`src/rtl/spi_cmd_master.sv`:
```
// SPI mode-0 command master: serialises one READ (0x01) or WRITE (0x02) frame per
// request to the board's SPI command target and returns the read response byte.
//
// state    | meaning
// ---------+-----------------------------------------------------------
// ST_IDLE  | cmd_ready high, waiting for a request
// ST_SETUP | select low, first bit on spi_mosi, CLK_DIV cycles
// ST_SHIFT | spi_clk toggles every CLK_DIV cycles for N rising edges
// ST_HOLD  | clock low, select still low, CLK_DIV cycles
// ST_GAP   | select high for SS_IDLE cycles; read response posted on entry

module spi_cmd_master #(
   parameter int CLK_DIV = 4,
   parameter int SS_IDLE = 4
) (
   input  logic       input_clk,
   input  logic       reset,
   input  logic       cmd_valid,
   output logic       cmd_ready,
   input  logic       cmd_write,
   input  logic [3:0] cmd_addr,
   input  logic       cmd_wdata,
   output logic       rsp_valid,
   output logic [7:0] rsp_data,
   output logic       busy,
   output logic       spi_clk,
   output logic       spi_mosi,
   input  logic       spi_miso,
   output logic       spi_ss
);

   localparam int CNT_MAX = (CLK_DIV > SS_IDLE) ? CLK_DIV : SS_IDLE;
   localparam int CW      = (CNT_MAX > 1) ? $clog2(CNT_MAX) : 1;
   localparam logic [CW-1:0] DIV_LOAD  = CW'(CLK_DIV - 1);
   localparam logic [CW-1:0] IDLE_LOAD = CW'(SS_IDLE - 1);

   typedef enum logic [2:0] {
      ST_IDLE,
      ST_SETUP,
      ST_SHIFT,
      ST_HOLD,
      ST_GAP
   } state_t;

   state_t          state;
   logic [CW-1:0]   cnt;
   logic [23:0]     frame;
   logic [23:0]     req_frame;
   logic [4:0]      bit_idx;
   logic            is_read;
   logic [7:0]      rx;
   logic            ready_q;

   // ready_q is registered; gating with reset gives cmd_ready=0 during reset
   // and 1 on the very first cycle after it drops.
   assign cmd_ready = ready_q & ~reset;

   assign req_frame = cmd_write ? {8'h02, 3'b000, cmd_addr, cmd_wdata, 8'h00}
                                : {8'h01, 4'b0000, cmd_addr, 8'h00};

   always_ff @(posedge input_clk) begin
      if (reset) begin
         state     <= ST_IDLE;
         cnt       <= '0;
         frame     <= '0;
         bit_idx   <= '0;
         is_read   <= 1'b0;
         rx        <= '0;
         ready_q   <= 1'b1;
         rsp_valid <= 1'b0;
         rsp_data  <= '0;
         busy      <= 1'b0;
         spi_clk   <= 1'b0;
         spi_mosi  <= 1'b0;
         spi_ss    <= 1'b1;
      end else begin
         rsp_valid <= 1'b0;
         case (state)
            ST_IDLE: begin
               if (cmd_valid) begin
                  frame    <= req_frame;
                  bit_idx  <= cmd_write ? 5'd15 : 5'd23;
                  is_read  <= ~cmd_write;
                  spi_mosi <= req_frame[23];
                  spi_ss   <= 1'b0;
                  ready_q  <= 1'b0;
                  busy     <= 1'b1;
                  cnt      <= DIV_LOAD;
                  state    <= ST_SETUP;
               end
            end
            ST_SETUP: begin
               if (cnt == '0) begin
                  spi_clk <= 1'b1;
                  cnt     <= DIV_LOAD;
                  state   <= ST_SHIFT;
               end else begin
                  cnt <= cnt - 1'b1;
               end
            end
            ST_SHIFT: begin
               if (cnt != '0) begin
                  cnt <= cnt - 1'b1;
               end else begin
                  cnt <= DIV_LOAD;
                  if (!spi_clk) begin
                     spi_clk <= 1'b1;
                  end else begin
                     // falling edge: sample before the target updates, then advance
                     spi_clk <= 1'b0;
                     if (bit_idx < 5'd8)
                        rx <= {rx[6:0], spi_miso};
                     if (bit_idx == 5'd0) begin
                        spi_mosi <= 1'b0;
                        state    <= ST_HOLD;
                     end else begin
                        bit_idx  <= bit_idx - 5'd1;
                        frame    <= {frame[22:0], 1'b0};
                        spi_mosi <= frame[22];
                     end
                  end
               end
            end
            ST_HOLD: begin
               if (cnt == '0) begin
                  spi_ss <= 1'b1;
                  cnt    <= IDLE_LOAD;
                  state  <= ST_GAP;
                  if (is_read) begin
                     rsp_valid <= 1'b1;
                     rsp_data  <= rx;
                  end
               end else begin
                  cnt <= cnt - 1'b1;
               end
            end
            ST_GAP: begin
               if (cnt == '0) begin
                  ready_q <= 1'b1;
                  busy    <= 1'b0;
                  state   <= ST_IDLE;
               end else begin
                  cnt <= cnt - 1'b1;
               end
            end
            default: state <= ST_IDLE;
         endcase
      end
   end

endmodule

```
`config.mk`:
```
export PLATFORM = sky130hd
export DESIGN_NAME = spi_cmd_master
export DESIGN_NICKNAME = d
export VERILOG_FILES = /design/src/rtl/spi_cmd_master.sv
export SDC_FILE = /design/constraint.sdc
export NUM_CORES = 1
export LEC_CHECK = 0
export BUFFER_PORTS_ARGS = -buffer_cell sky130_fd_sc_hd__buf_2
export CAP_MARGIN = 25
export CORE_ASPECT_RATIO = 0.6
export CORE_UTILIZATION = 61
export DETAILED_ROUTE_END_ITERATION = 8
export GPL_ROUTABILITY_DRIVEN = 0
export PLACE_DENSITY = 0.94
export SETUP_SLACK_MARGIN = 0.05
export SKIP_LAST_GASP = 1
export SYNTH_ARGS = -nofsm -noshare
export SYNTH_HDL_FRONTEND = slang
export SYNTH_SLANG_ARGS = --single-unit
```
`constraint.sdc`:
```
create_clock -name input_clk -period 3.3 [get_ports input_clk]
set_clock_uncertainty 0.05 [all_clocks]
set_input_delay 0.165 -clock input_clk [delete_from_list [all_inputs] [get_ports input_clk]]
set_output_delay 0.165 -clock input_clk [all_outputs]
set_load 0.1 [all_outputs]
```
==> results.ini, run 1 <==
[run_status]
status = completed

[worst_hold_path]
min_path_type = in2reg

[pwr]
switchingPower_uw = 413
seqPwrFrac = 0.441
vdd.ir_drop.worst_mv = 0.523
clkPwrFrac = 0.391
p_sw_frac = 0.278
cell_internal_pwr_uw = 1070
p_per_area_nw_per_um2 = 636
cellLeakagePower_uw = 0.000965
combinationalPowerShare = 0.168

[final_layout]
seqCellArea_um2 = 961
synthToLayoutAreaGrowth_pct = 13.1
antenna_cells = 0
design_area_um2 = 2340
layout-drive-gt1-share = 0.157
nFillCells = 212
multiInputGateArea_um2 = 1000
nets = 260

[drt]
wire_per_inst_um = 15.0
vias = 1716
route.antenna.remaining_nets = 0
drcViolationCount = 0
detail_route.vias_per_cell = 5.90
routed_wirelength_um = 4350
first_iter_violations = 122
drtPass1Iterations = 4

[timing]
fmax_mhz = 426
final_hold_viol_count = 0
post-route-period-util = 0.711
setup-violations-final = 0
worst_pin_slew_ns = 0.779
finalCriticalPeriod_ns = 2.35
slew_viol_final = 0
slew_headroom = 0.480
rsz0062_at_grt = false
whs_ns = 0.0391
finalSetupTns_ns = 0

[yosys]
ys_seq_area_frac = 0.465
ys_async_sr_fraction = 0
mappedNetlistArea_um2 = 2070
synth_seq_cells = 48
synth.area.top_cells = dfxtp_1, mux2i_1, nor2_1
yosysUniqueCellTypes = 41
synth-main-ff-cell = dfxtp_1
yosysWarnings = 0
synth_edf_count = 0
yosysMostFrequentCell = dfxtp_1
post-synth-top-area-fraction = 0.465
synth.net_count = 244
synthCells = 232
yosys.area.top_type = dfxtp_1
avgSynthCellArea_um2 = 8.91
yosys-top-cells-count = dfxtp_1, nor2_1, a21oi_1, mux2i_1, nand2_1

[global_routing]
grt_pass1_vias = 1462
gr-usage-met1 = 0.329
met3_usage = 0.0757
met2_usage = 0.419
grt_max_degree = 46
antenna_found_initial = 0
grt_pass1_wl_um = 6880
track_usage = 0.257
gr-total-overflow = 0
top_usage_layer = met2

[critical_path]
critPathMaxFanout = 18
cp.required_ns = 3.42
cp-end-kind = flip-flop
start_kind = flip-flop
worst-setup-path-type = reg2reg
cp.arrival_ns = 2.47

[cts]
cts_setup_buffers = 0
cts_hold_buf = 0
cts_root_buf = clkbuf_8
clock_sinks = 48
insertion_delay_ns = 0.31
clk_pin_slew_worst_paths_ns = 0.09
cts_made_buffers = 5
cts_resized = 0
h-tree-depth = 2
clk_path_buf_depth = 2
cts_tree = yes

[placement]
dpl_cell_area_um2 = 2180
port_buffers = 23
dp_hpwl_um = 2840

[floorplan]
design.die.area_um2 = 3640
die_w_um = 77.2
core_area_um2 = 3040
start_util = 0.680
pin_count = 24
die_h_um = 47.1
num_rows = 15

[run]
cap_violations = 0

-- registers in the layout, indices dropped and copies added, names as in the netlist, 2 cells and up --
signal	flops
bit_idx	5
cnt	2
frame	15
rsp_data	8
rx	8
state	3
-- worst paths after layout --
path	from	slack, ns	cells after the start	to
setup / recovery	state[1]	0.95	4	rx[7]
hold / removal	spi_miso	0.04	3	rx[0]
setup reg to reg	state[1]	0.95	4	rx[7]
hold reg to reg	cnt[0]	0.43	1	cnt[0]
-- cells in the final DEF (no fill, tap or decap), types with 5 or more instances in the layout --
cell / netlist / routed
clkbuf_8: 0 / 5
a211oi_1: 5 / 5
a21oi_1: 21 / 21
dfxtp_1: 48 / 48
o21ai_0: 10 / 10
nand3_1: 7 / 7
nand2_1: 16 / 16
nor2_1: 30 / 30
inv_1: 11 / 11
buf_2: 2 / 23
mux2i_1: 21 / 21
-- worst max-delay path, stage by stage (launching register included) --
cell	delay, ns
dfxtp_1	0.68
or3b_4	0.55
nor4_4	0.56
mux2i_1	0.30
nor2_1	0.07
-- per-layer routing --
| metal | wire length, um | vias up | share of wire |
|---|---|---|---|
| met4 | 53 | 0 | 0.012 |
| met3 | 264 | 7 | 0.061 |
| met1 | 2080 | 795 | 0.48 |
| li1 | - | 856 | - |
| met2 | 1960 | 58 | 0.45 |
| met5 | 0 | - | 0 |
-- power groups by stage --
stage / sequential (uW) / combinational (uW) / clock, uW
floorplan: 690 / 174 / 0
global placement: 665 / 237 / 0
detailed placement: 668 / 246 / 0
CTS: 655 / 247 / 587
global route: 662 / 270 / 606
finish: 656 / 250 / 581
-- final cells by class --
type	instances	share of cell area
flip-flops and latches	48	0.411
well taps	42	0.0225
inverters	12	0.0193
repair buffers	24	0.0524
clock buffers	5	0.0294
clock inverters	3	0.0385
multi-input cells	157	0.427
-- per-stage QoR --
stage / total power, uW / instances / utilization / worst slack, ns
6_report: 1490 / 291 / 0.770 / 0.953
2_1_floorplan: 863 / 232 / - / 1.03
4_1_cts: 1490 / 291 / 0.770 / 0.994
5_1_grt: 1540 / 291 / 0.770 / 0.842
3_5_place_dp: 914 / 283 / 0.717 / 1.02
3_3_place_gp: 902 / 283 / 0.717 / 1.11
-- cells by family after synthesis --
kind of cell / synth area share
AOI/OAI and AO/OA: 0.188
xor gates and xnor gates: 0.0127
adders and majority gates: 0.0121
buffers and inverters: 0.0520
DFF: 0.465
muxes: 0.102
and+or+nand+nor: 0.169
(Power assumes the default switching activity.)
==> run 2, diff against run 1 <==
--- a/config.mk
+++ b/config.mk
@@ -8,10 +8,10 @@
 export BUFFER_PORTS_ARGS = -buffer_cell sky130_fd_sc_hd__buf_2
 export CAP_MARGIN = 25
 export CORE_ASPECT_RATIO = 0.6
-export CORE_UTILIZATION = 61
+export CORE_UTILIZATION = 57
 export DETAILED_ROUTE_END_ITERATION = 8
 export GPL_ROUTABILITY_DRIVEN = 0
-export PLACE_DENSITY = 0.94
+export PLACE_DENSITY = 0.89
 export SETUP_SLACK_MARGIN = 0.05
 export SKIP_LAST_GASP = 1
 export SYNTH_ARGS = -nofsm -noshare
==> constraint.sdc (replaced) <==
create_clock -name input_clk -period 2.37 [get_ports input_clk]
set_clock_uncertainty 0.05 [all_clocks]
set_input_delay 0.1185 -clock input_clk [delete_from_list [all_inputs] [get_ports input_clk]]
set_output_delay 0.1185 -clock input_clk [all_outputs]
set_load 0.1 [all_outputs]
==> run 2 against run 1 <==
Against the previous run: utilization decreased by 7.2 points; critical path depth increased by 2; fmax increased by 17%; sequential share of layout area decreased by 0.088 points; setup slack got worse by 0.60 ns; largest cell class unchanged; power increased by 20%.
==> results.ini, run 2 (synthesis results as in run 1) <==
[run_status]
status = completed

[floorplan]
pin_count = 24
design.die.area_um2 = 3880
die_w_um = 79.8
start_util = 0.615
core_area_um2 = 3360
die_h_um = 48.7
num_rows = 16

[pwr]
p_per_area_nw_per_um2 = 761
cellLeakagePower_uw = 0.000970
vdd.ir_drop.worst_mv = 0.544

[global_routing]
gr-total-overflow = 0
antenna_found_initial = 0
grt_pass1_wl_um = 7340
track_usage = 0.250
grt_pass1_vias = 1564
grt_max_degree = 30

[critical_path]
r2r_cells = 6
cp_top_family = simple AND/OR/NAND/NOR gates
worst-setup-path-type = reg2reg
cp_slowest_cell = nor2_2
cp_num_buf_inv = 1
rr_endpoint = frame[17]
cp-end-kind = flip-flop
cpPeakStageDelay_ns = 0.47
cp.required_ns = 2.47
critPathMaxFanout = 14
worstPathCellList = inv_1, ha_1, nor4b_2, o21ba_2, nor2_2, a311oi_1
start_kind = flip-flop
cp.arrival_ns = 2.11
r2r_slack_ns = 0.36
r2r-start = bit_idx[0]

[cts]
cts_resized = 0
cts_made_buffers = 5
clk_path_buf_depth = 2
cts_hold_buf = 0
clock_sinks = 48
cts_root_buf = clkbuf_8
h-tree-depth = 2
clk_pin_slew_worst_paths_ns = 0.08
insertion_delay_ns = 0.31
cts_setup_buffers = 0
cts_tree = yes

[final_layout]
layout-drive-gt1-share = 0.187
design_area_um2 = 2340
nets = 268
synthToLayoutAreaGrowth_pct = 13.4
final_common_cell = dfxtp_1
antenna_cells = 0
top_register = frame
largest_reg_flops = 15
mostFrequentLayoutCells = dfxtp_1, nor2_1, buf_2
post-route-util = 0.697
largestRegisters = frame x15, rsp_data x8, rx x8

[worst_hold_path]
hold_path_end = rx[0]
min_path_type = in2reg
holdPathStages = 3
worstHoldStart = spi_miso

[drt]
drtPass1Iterations = 4
first_iter_violations = 85
detail_route.vias_per_cell = 5.78
drcViolationCount = 0
routed_wirelength_um = 4380
vias = 1746
route.antenna.remaining_nets = 0
wire_per_inst_um = 14.5

[run]
cap_violations = 0

[timing]
worst_pin_slew_ns = 0.589
setup_ws_ns = 0.357
setup-violations-final = 0
final_hold_viol_count = 0
rsz0062_at_grt = false
finalSetupTns_ns = 0
post-route-period-util = 0.849
fmax_mhz = 497
slew_viol_final = 0
finalCriticalPeriod_ns = 2.01
whs_ns = 0.0139
slew_headroom = 0.607

[placement]
port_buffers = 23
dpl_cell_area_um2 = 2240
dp_hpwl_um = 3040
pre_cts_slack_ns = 0.121

==> run 2: routing by layer <==
layer	GRT usage	vias up	wire, um
met5	0	-	0
met4	0.0982	0	48
met3	0.0679	7	283
met2	0.346	52	1940
met1	0.364	815	2120
li1	-	872	-
==> run 2: through the flow <==
stage / cells / power, uW
6_report: 302 / 1780
4_1_cts: 302 / 1800
5_1_grt: 302 / 1870
2_1_floorplan: 232 / 1200
3_3_place_gp: 294 / 1280
3_5_place_dp: 294 / 1290
==> run 2: worst register-to-register path: cells and delay by family, from the launching register on <==
kind | cells | cell delay, ns
fa+ha+maj | 1 | 0.23
flops | 1 | 0.39
simple gates | 2 | 0.67
buf+inv | 1 | 0.06
compound gates | 2 | 0.46
==> run 2: final cells by class <==
class	count	area [um2]
sequential	48	961
fill	282	1020
clock buffer	6	82.6
timing repair buffer	32	183
multi-input combinational	157	1000
tap	45	56.3
clock inverter	2	15.0
inverter	12	45.0
==> run 2: how the worst max path moves through the flow <==
stage,start,endpoint,cells after the start
2_1_floorplan,spi_clk,bit_idx[3],5
3_3_place_gp,bit_idx[0],frame[13],6
3_5_place_dp,bit_idx[0],frame[13],6
4_1_cts,bit_idx[0],frame[13],6
5_1_grt,bit_idx[0],frame[12],6
6_report,bit_idx[0],frame[17],6
==> run 2: report_power, final <==
group          total [uW]  internal (uW)  switching [uW]
combinational         375            125             250
clock                 503            236             267
sequential            906            856            50.5
total                1780           1220             567
